### config.mk
export PLATFORM = sky130hd
export DESIGN_NAME = fetch_stage
export DESIGN_NICKNAME = d
export VERILOG_FILES = /design/src/rtl/fetch_stage_pkg.sv /design/src/rtl/if_stage_reg.sv /design/src/rtl/fetch_stage.sv
export SDC_FILE = /design/constraint.sdc
export NUM_CORES = 1
export LEC_CHECK = 0
export ABC_AREA = 1
export BUFFER_PORTS_ARGS = -buffer_cell sky130_fd_sc_hd__buf_4
export CORE_ASPECT_RATIO = 0.5
export CORE_UTILIZATION = 40
export DETAILED_ROUTE_END_ITERATION = 8
export PLACE_DENSITY = 0.72
export SLEW_MARGIN = 20
export SYNTH_ARGS = -nofsm -noshare
export SYNTH_HDL_FRONTEND = slang
export SYNTH_HIERARCHICAL = 1
export SYNTH_SLANG_ARGS = --single-unit
export TNS_END_PERCENT = 20
### constraint.sdc
create_clock -name clk -period 2 [get_ports clk]
set_input_delay 0.4 -clock clk [delete_from_list [all_inputs] [get_ports clk]]
set_output_delay 0.4 -clock clk [all_outputs]
set_load 0.1 [all_outputs]
### src/rtl/fetch_stage_pkg.sv
// Shared ISA definitions for the fetch path: word widths, the bubble encoding,
// the IF/ID payload layout and small address helpers.
// Pure declarations; no logic, no latency, no flow control of its own.
package fetch_stage_pkg;

    // Architectural widths used everywhere in the core.
    localparam int LEN_ADDRESS     = 32;
    localparam int LEN_INSTRUCTION = 32;

    // Bubble word placed in IF/ID on reset and on a redirect.
    localparam logic [LEN_INSTRUCTION-1:0] NOP_ENCODING = 32'hE000_0000;

    // Instructions are one word wide, so sequential fetch steps by 4 bytes.
    localparam logic [LEN_ADDRESS-1:0] PC_STEP    = LEN_ADDRESS'(4);
    localparam logic [LEN_ADDRESS-1:0] ALIGN_MASK = ~LEN_ADDRESS'(3);

    typedef logic [LEN_ADDRESS-1:0]     addr_t;
    typedef logic [LEN_INSTRUCTION-1:0] instr_t;

    // The single action taken by the fetch stage on a clock edge.
    typedef enum logic [1:0] {
        ACT_RESET   = 2'd0,
        ACT_FLUSH   = 2'd1,
        ACT_HOLD    = 2'd2,
        ACT_ADVANCE = 2'd3
    } fetch_action_t;

    // Contents of the IF/ID pipeline register.
    typedef struct packed {
        addr_t  pc;
        instr_t instruction;
        logic   valid;
    } if_id_t;

    // Clear the byte-offset bits so every fetch is word aligned.
    function automatic addr_t word_align(input addr_t addr);
        return addr & ALIGN_MASK;
    endfunction

    // Next sequential fetch address; the 32-bit add wraps naturally.
    function automatic addr_t pc_increment(input addr_t addr);
        return addr + PC_STEP;
    endfunction

    // Priority: reset beats redirect beats stall beats normal advance.
    function automatic fetch_action_t select_action(input logic rst,
                                                    input logic branch_taken,
                                                    input logic freeze);
        if (rst)
            return ACT_RESET;
        else if (branch_taken)
            return ACT_FLUSH;
        else if (freeze)
            return ACT_HOLD;
        else
            return ACT_ADVANCE;
    endfunction

endpackage

### src/rtl/if_stage_reg.sv
// IF/ID pipeline register: captures fetch address + 4, instruction and valid flag.
// Latency: one clock edge from load inputs to if_* outputs.
// Backpressure: freeze holds contents indefinitely; flush/rst insert a bubble.
// Ports: clk, rst (sync, active-high), flush, freeze, next_pc, instruction in;
//        if_pc, if_instruction, if_valid out.
module if_stage_reg
    import fetch_stage_pkg::*;
#(
    parameter logic [LEN_INSTRUCTION-1:0] NOP_INSTRUCTION = NOP_ENCODING
) (
    input  logic                       clk,
    input  logic                       rst,
    input  logic                       flush,
    input  logic                       freeze,
    input  logic [LEN_ADDRESS-1:0]     next_pc,
    input  logic [LEN_INSTRUCTION-1:0] instruction,
    output logic [LEN_ADDRESS-1:0]     if_pc,
    output logic [LEN_INSTRUCTION-1:0] if_instruction,
    output logic                       if_valid
);

    if_id_t if_id_q;
    if_id_t bubble;

    // A bubble carries a zero PC so downstream never mistakes it for a real fetch.
    assign bubble = '{pc: '0, instruction: NOP_INSTRUCTION, valid: 1'b0};

    // Flush wins over freeze: a redirect must squash the held instruction
    // even while decode is stalling.
    always_ff @(posedge clk) begin
        if (rst) begin
            if_id_q <= bubble;
        end else if (flush) begin
            if_id_q <= bubble;
        end else if (!freeze) begin
            if_id_q <= '{pc: next_pc, instruction: instruction, valid: 1'b1};
        end
    end

    assign if_pc          = if_id_q.pc;
    assign if_instruction = if_id_q.instruction;
    assign if_valid       = if_id_q.valid;

endmodule

### src/rtl/fetch_stage.sv
// Instruction fetch: PC register, next-PC selection and the IF/ID register.
// Latency: imem_address is the PC with zero added delay; IF/ID updates one edge later.
// Backpressure: freeze stalls PC and IF/ID; branch_taken redirects and bubbles IF/ID.
// Ports: clk, rst, freeze, branch_taken, branch_address, imem_instruction in;
//        imem_address, if_pc, if_instruction, if_valid out.
module fetch_stage
    import fetch_stage_pkg::*;
#(
    parameter logic [LEN_ADDRESS-1:0]     RESET_PC        = 32'h0000_0000,
    parameter logic [LEN_INSTRUCTION-1:0] NOP_INSTRUCTION = NOP_ENCODING
) (
    input  logic                       clk,
    input  logic                       rst,
    input  logic                       freeze,
    input  logic                       branch_taken,
    input  logic [LEN_ADDRESS-1:0]     branch_address,
    output logic [LEN_ADDRESS-1:0]     imem_address,
    input  logic [LEN_INSTRUCTION-1:0] imem_instruction,
    output logic [LEN_ADDRESS-1:0]     if_pc,
    output logic [LEN_INSTRUCTION-1:0] if_instruction,
    output logic                       if_valid
);

    addr_t         pc_q;
    addr_t         pc_d;
    addr_t         pc_seq;
    addr_t         pc_target;
    fetch_action_t action;

    assign action    = select_action(rst, branch_taken, freeze);
    assign pc_seq    = pc_increment(pc_q);
    // Low target bits are dropped so a misaligned redirect still fetches a whole word.
    assign pc_target = word_align(branch_address);

    always_comb begin
        pc_d = pc_q;
        unique case (action)
            ACT_RESET:   pc_d = RESET_PC;
            ACT_FLUSH:   pc_d = pc_target;
            ACT_HOLD:    pc_d = pc_q;
            ACT_ADVANCE: pc_d = pc_seq;
            default:     pc_d = RESET_PC;
        endcase
    end

    always_ff @(posedge clk) begin
        if (rst) begin
            pc_q <= RESET_PC;
        end else begin
            pc_q <= pc_d;
        end
    end

    // Instruction memory is read combinationally from the current PC.
    assign imem_address = pc_q;

    // IF/ID records PC + 4 alongside the word read from the current PC.
    if_stage_reg #(
        .NOP_INSTRUCTION (NOP_INSTRUCTION)
    ) u_if_stage_reg (
        .clk            (clk),
        .rst            (rst),
        .flush          (branch_taken),
        .freeze         (freeze),
        .next_pc        (pc_seq),
        .instruction    (imem_instruction),
        .if_pc          (if_pc),
        .if_instruction (if_instruction),
        .if_valid       (if_valid)
    );

endmodule

==> results of run 1 <==
synth_stat cells, types with 6 or more instances:
library cell / instances
nand2_1: 278
nor2_1: 150
dfxtp_1: 95
inv_1: 88
nand3_1: 35
buf_2: 11
xor2_1: 10
buf_4: 8
nor2_4: 8
buf_6: 6
clkbuf_1: 6
where the power goes:
group | switching (W) | internal (W)
clock | 0.000698 | 0.000993
sequential | 0.0000844 | 0.00199
combinational | 0.000969 | 0.000318
total | 0.00175 | 0.00330
cell families (layout without fill, tap and decap cells):
family	after synthesis	count (layout)	synth area share
xor gates and xnor gates	15	15	0.0355
other	1	4	0.000789
and+or+nand+nor	495	495	0.432
DFF	95	95	0.400
buffers and inverters	119	269	0.113
adders and majority gates	1	1	0.00263
AOI/OAI and AO/OA	11	11	0.0163
per-stage QoR:
| step | instance area, um2 | power (W) | std cells | hold slack [ns] | setup slack (ns) |
|---|---|---|---|---|---|
| finish | 6350 | 0.00505 | 1049 | 0.269 | 0.311 |
| floorplan | 4790 | 0.00309 | 740 | 0.513 | -0.0398 |
| global route | 6350 | 0.00524 | 1049 | 0.256 | 0.176 |
| detailed placement | 6070 | 0.00341 | 1035 | 0.455 | 0.339 |
| CTS | 6350 | 0.00509 | 1049 | 0.256 | 0.316 |
| global placement | 6070 | 0.00339 | 1035 | 0.452 | 0.356 |
registers in the layout, summed over array words and instances (netlist names):
register and cells:
imem_address 30, u_if_stage_reg/if_instruction 32, u_if_stage_reg/if_pc 32, u_if_stage_reg/if_valid 1
layout make-up:
class                           instances  area [um2]  share of cell area
Clock buffer                           13         250              0.0394
Clock inverter                          1        30.0             0.00473
Inverter                               88         330              0.0520
Multi-Input combinational cell        526        2340               0.369
Sequential cell                        95        1920               0.303
Tap cell                              159         199              0.0313
Timing Repair Buffer                  167        1280               0.201
worst max-delay path: stages, from the launching register on:
cell,delay (ns)
dfxtp_2,0.35
ha_1,0.20
nand2_1,0.12
nor2_4,0.15
nand2_2,0.12
nor2_4,0.22
nand3_1,0.12
and2_1,0.17
nor2_1,0.09
nor2_1,0.05
worst max path at each step:
stage,startpoint,end
floorplan,imem_address[18],u_if_stage_reg/if_pc[23]
global placement,imem_address[3],u_if_stage_reg/if_pc[22]
detailed placement,imem_address[3],u_if_stage_reg/if_pc[22]
CTS,imem_address[3],u_if_stage_reg/if_pc[22]
global route,imem_address[3],u_if_stage_reg/if_pc[22]
finish,imem_address[3],u_if_stage_reg/if_pc[22]
metal layers:
metal | part of all wire | vias to the layer above
met4 | 0.011 | 0
met2 | 0.46 | 103
li1 | - | 2463
met1 | 0.47 | 2048
met3 | 0.050 | 12
met5 | 0 | -
==> flow_summary.ini, run 1 <==
[logic_synthesis]
synth_top_area_share = 0.400
avgSynthCellArea_um2 = 6.45
synth_ff_type = dfxtp_1
seq_area_frac_synth = 0.400
synth_top_cell_by_area = dfxtp_1
yosysWarnings = 6
netlist_instances = 737
yosys-top-cells-area = dfxtp_1, nand2_1, nor2_1, inv_1, nand3_1
syn-cell-area_um2 = 4760
synth_cell_types = 28
synth_edf_count = 0
async_reset_ff_frac = 0
yosys_register_bits = 95

[timing]
finalHoldViolCount = 0
period_needed_ns = 1.69
fin_worst_skew_ns = 0.00786
period_share = 0.845
setup_viol = 0
fin_tns_setup_ns = 0
rsz0062_at_grt = false
max_freq_mhz = 592
final_max_slew_viol_count = 0

[routing]
drtPass1Iterations = 4
drc = 0
detail-route-antenna-nets = 0
drt_first_iter_violations = 326
drt-total-wl_um = 12300
viasPerCell = 4.41
wire_per_inst_um = 11.7
vias = 4626

[cts]
htree_levels = 3
cts_resized = 0
cts_tree = yes
clockBufferDepth = 2
cts_setup_buffers = 0
clock_sinks = 95
path_clk_slew_ns = 0.06
numCtsBuffers = 9
clkLatencyLatePin_ns = 0.34
ctsHoldBuffers = 0
cts-root-buf = clkbuf_16

[setup_path]
reg2reg_to = u_if_stage_reg/if_pc[22]
crit_arrival_ns = 1.92
crit_type = reg -> reg
r2r_setup_slack_ns = 0.31
path_max_fanout = 5
crit_path_start_kind = register
crit_path_end_kind = register
timing.rr.start = imem_address[3]
r2r_cells = 9
critPathRequiredTime_ns = 2.23

[status]
status = complete, no violations

[grt]
gr-usage-met2 = 0.342
overflow = 0
grt_pass1_wl_um = 19400
grt_use_met1 = 0.254
grt_start_max_net_pins = 55
grt_pass1_vias = 4091
grt_usage = 0.200
grt_use_met3 = 0.0491
busiest_layer = met2
antenna_found_initial = 0

[finish]
finalNetCount = 956
layout_commonest_cell = nand2_1
fill_cells = 1160
fin_util = 0.563
drive_gt1_frac = 0.251
layout_common_cells = nand2_1, buf_4, nor2_1
diodes = 0
syn2layout_area_growth_pct = 33.6

[placement]
place.port_buffers = 160
hpwlAfterDp_um = 8950
place_congestion = 0.853

[power]
powerDensity_nw_per_um2 = 795
vdd_ir_drop_max_v = 0.000364
p_leak_nw = 3.10

[hold_path]
min_path_cells = 3
hp-class = in -> reg
hp-start = imem_instruction[29]
holdPathEnd = u_if_stage_reg/if_instruction[29]

[die]
fp.dieH_um = 79.1
ioPinCount = 165
die_x_um = 156
core_area_um2 = 11300
core.rowCount = 27
dieArea_um2 = 12400
start_util = 0.421

[run]
drv_cap = 0
Note: power is estimated with default switching activity, not from simulation.
==> run 2, diff against run 1 <==
clock period = 1.7 ns   (was 2 ns; I/O delays follow)
==> run 2 against run 1 <==
Worst setup slack lost 0.14 ns; sequential power grew 18%; routed wire length is 0.61% lower; maximum frequency increased by 10%; critical endpoint unchanged.
==> flow_summary.ini, run 2 (synthesis gave the netlist of run 1 again) <==
[status]
status = complete, no violations

[routing]
vias = 4707
drt_first_iter_violations = 319
detail-route-antenna-nets = 0
viasPerCell = 4.47
drc = 0
wire_per_inst_um = 11.6
drt-total-wl_um = 12200
drtPass1Iterations = 4

[power]
vdd_ir_drop_max_v = 0.000495
powerDensity_nw_per_um2 = 925
p_leak_nw = 3.15
total_power_w = 0.00599

[grt]
grt_usage = 0.202
grt_start_max_net_pins = 102
grt_pass1_wl_um = 19800
grt_pass1_vias = 4282
overflow = 0
antenna_found_initial = 0

[finish]
layout_commonest_cell = nand2_1
drive_gt1_frac = 0.270
final_area_um2 = 6480
fill_cells = 1152
fin_util = 0.574
syn2layout_area_growth_pct = 36.2
layout_common_cells = nand2_1, buf_4, nor2_1
finalNetCount = 959
diodes = 0

[die]
start_util = 0.421
ioPinCount = 165
dieArea_um2 = 12400
fp.dieH_um = 79.1
die_x_um = 156
core.rowCount = 27
core_area_um2 = 11300

[cts]
htree_levels = 3
ctsHoldBuffers = 0
path_clk_slew_ns = 0.07
cts-root-buf = clkbuf_16
clock_sinks = 95
clockBufferDepth = 2
cts_tree = yes
cts_resized = 0
cts_setup_buffers = 0
numCtsBuffers = 9
clkLatencyLatePin_ns = 0.34

[setup_path]
r2r_setup_slack_ns = 0.17
crit_arrival_ns = 1.77
path_max_fanout = 4
timing.rr.start = imem_address[3]
cp_top_family = simple AND/OR/NAND/NOR gates
slowest_delay_ns = 0.37
cp_cell_sequence = ha_4 -> nand2_2 -> nor2_4 -> nand2_4 -> nor2_4 -> nand3_1 -> and2_1 -> nor2_1 -> nor2_1
crit_type = reg -> reg
cp_slowest_cell = dfxtp_4
critPathBufInv = 0
crit_path_end_kind = register
r2r_cells = 9
reg2reg_to = u_if_stage_reg/if_pc[22]
crit_path_end = u_if_stage_reg/if_pc[22]
critPathRequiredTime_ns = 1.94
crit_path_start_kind = register
path_depth = 9
cp-startpoint = imem_address[3]

[timing]
fin_worst_skew_ns = 0.00662
setup_viol = 0
finalHoldViolCount = 0
fin_ws_ns = 0.166
hold_slack_ns = 0.200
period_share = 0.902
max_freq_mhz = 652
final_max_slew_viol_count = 0
period_needed_ns = 1.53

[placement]
place_congestion = 0.849
hpwlAfterDp_um = 8830
dpl-instance-area_um2 = 6180
place.port_buffers = 160
pre_cts_ws_ns = 0.112

[run]
drv_cap = 0

[hold_path]
hp-class = in -> reg
run 2: power by group:
part | switching (W) | leakage, nW | internal (W)
Sequential | 0.000103 | 0.792 | 0.00234
Combinational | 0.00114 | 2.22 | 0.000384
Clock | 0.000870 | 0.142 | 0.00115
Total | 0.00212 | 3.15 | 0.00387
run 2: stage by stage:
step / TNS (ns) / std cells
finish: 0 / 1054
global route: -0.000332 / 1054
CTS: 0 / 1053
detailed placement: 0 / 1037
global placement: 0 / 1037
floorplan: -0.289 / 740
run 2: worst min-delay path by stage:
| stage | end | start | cells past startpoint | slack, ns |
|---|---|---|---|---|
| finish | u_if_stage_reg/if_instruction[29] | imem_instruction[29] | 3 | 0.20 |
| global route | imem_address[3] | branch_address[3] | 3 | 0.21 |
| CTS | u_if_stage_reg/if_instruction[29] | imem_instruction[29] | 3 | 0.19 |
| detailed placement | u_if_stage_reg/if_valid | u_if_stage_reg/if_valid | 1 | 0.46 |
| global placement | u_if_stage_reg/if_valid | u_if_stage_reg/if_valid | 1 | 0.45 |
| floorplan | u_if_stage_reg/if_instruction[29] | imem_instruction[29] | 2 | 0.45 |
run 2: worst register-to-register path, cell delays in order, from the launching register on:
cell and delay (ns):
dfxtp_4 0.37, ha_4 0.14, nand2_2 0.06, nor2_4 0.15, nand2_4 0.10, nor2_4 0.15
nand3_1 0.11, and2_1 0.18, nor2_1 0.10, nor2_1 0.05
run 2: area by class of cell:
cell class                 count  area, um2  area share
clock buffer                  12        236      0.0365
clock inverter                 4       53.8     0.00831
inverter                      88        330      0.0510
multi-input combinational    526       2370       0.366
sequential                    95       1960       0.303
tap                          159        199      0.0307
timing repair buffer         170       1330       0.205
run 2: per-layer routing:
metal	vias up	track usage	wire [um]
met5	-	0	0
met4	0	0.0647	187
met3	17	0.0464	685
met2	110	0.353	5750
met1	2107	0.248	5560
li1	2473	-	-
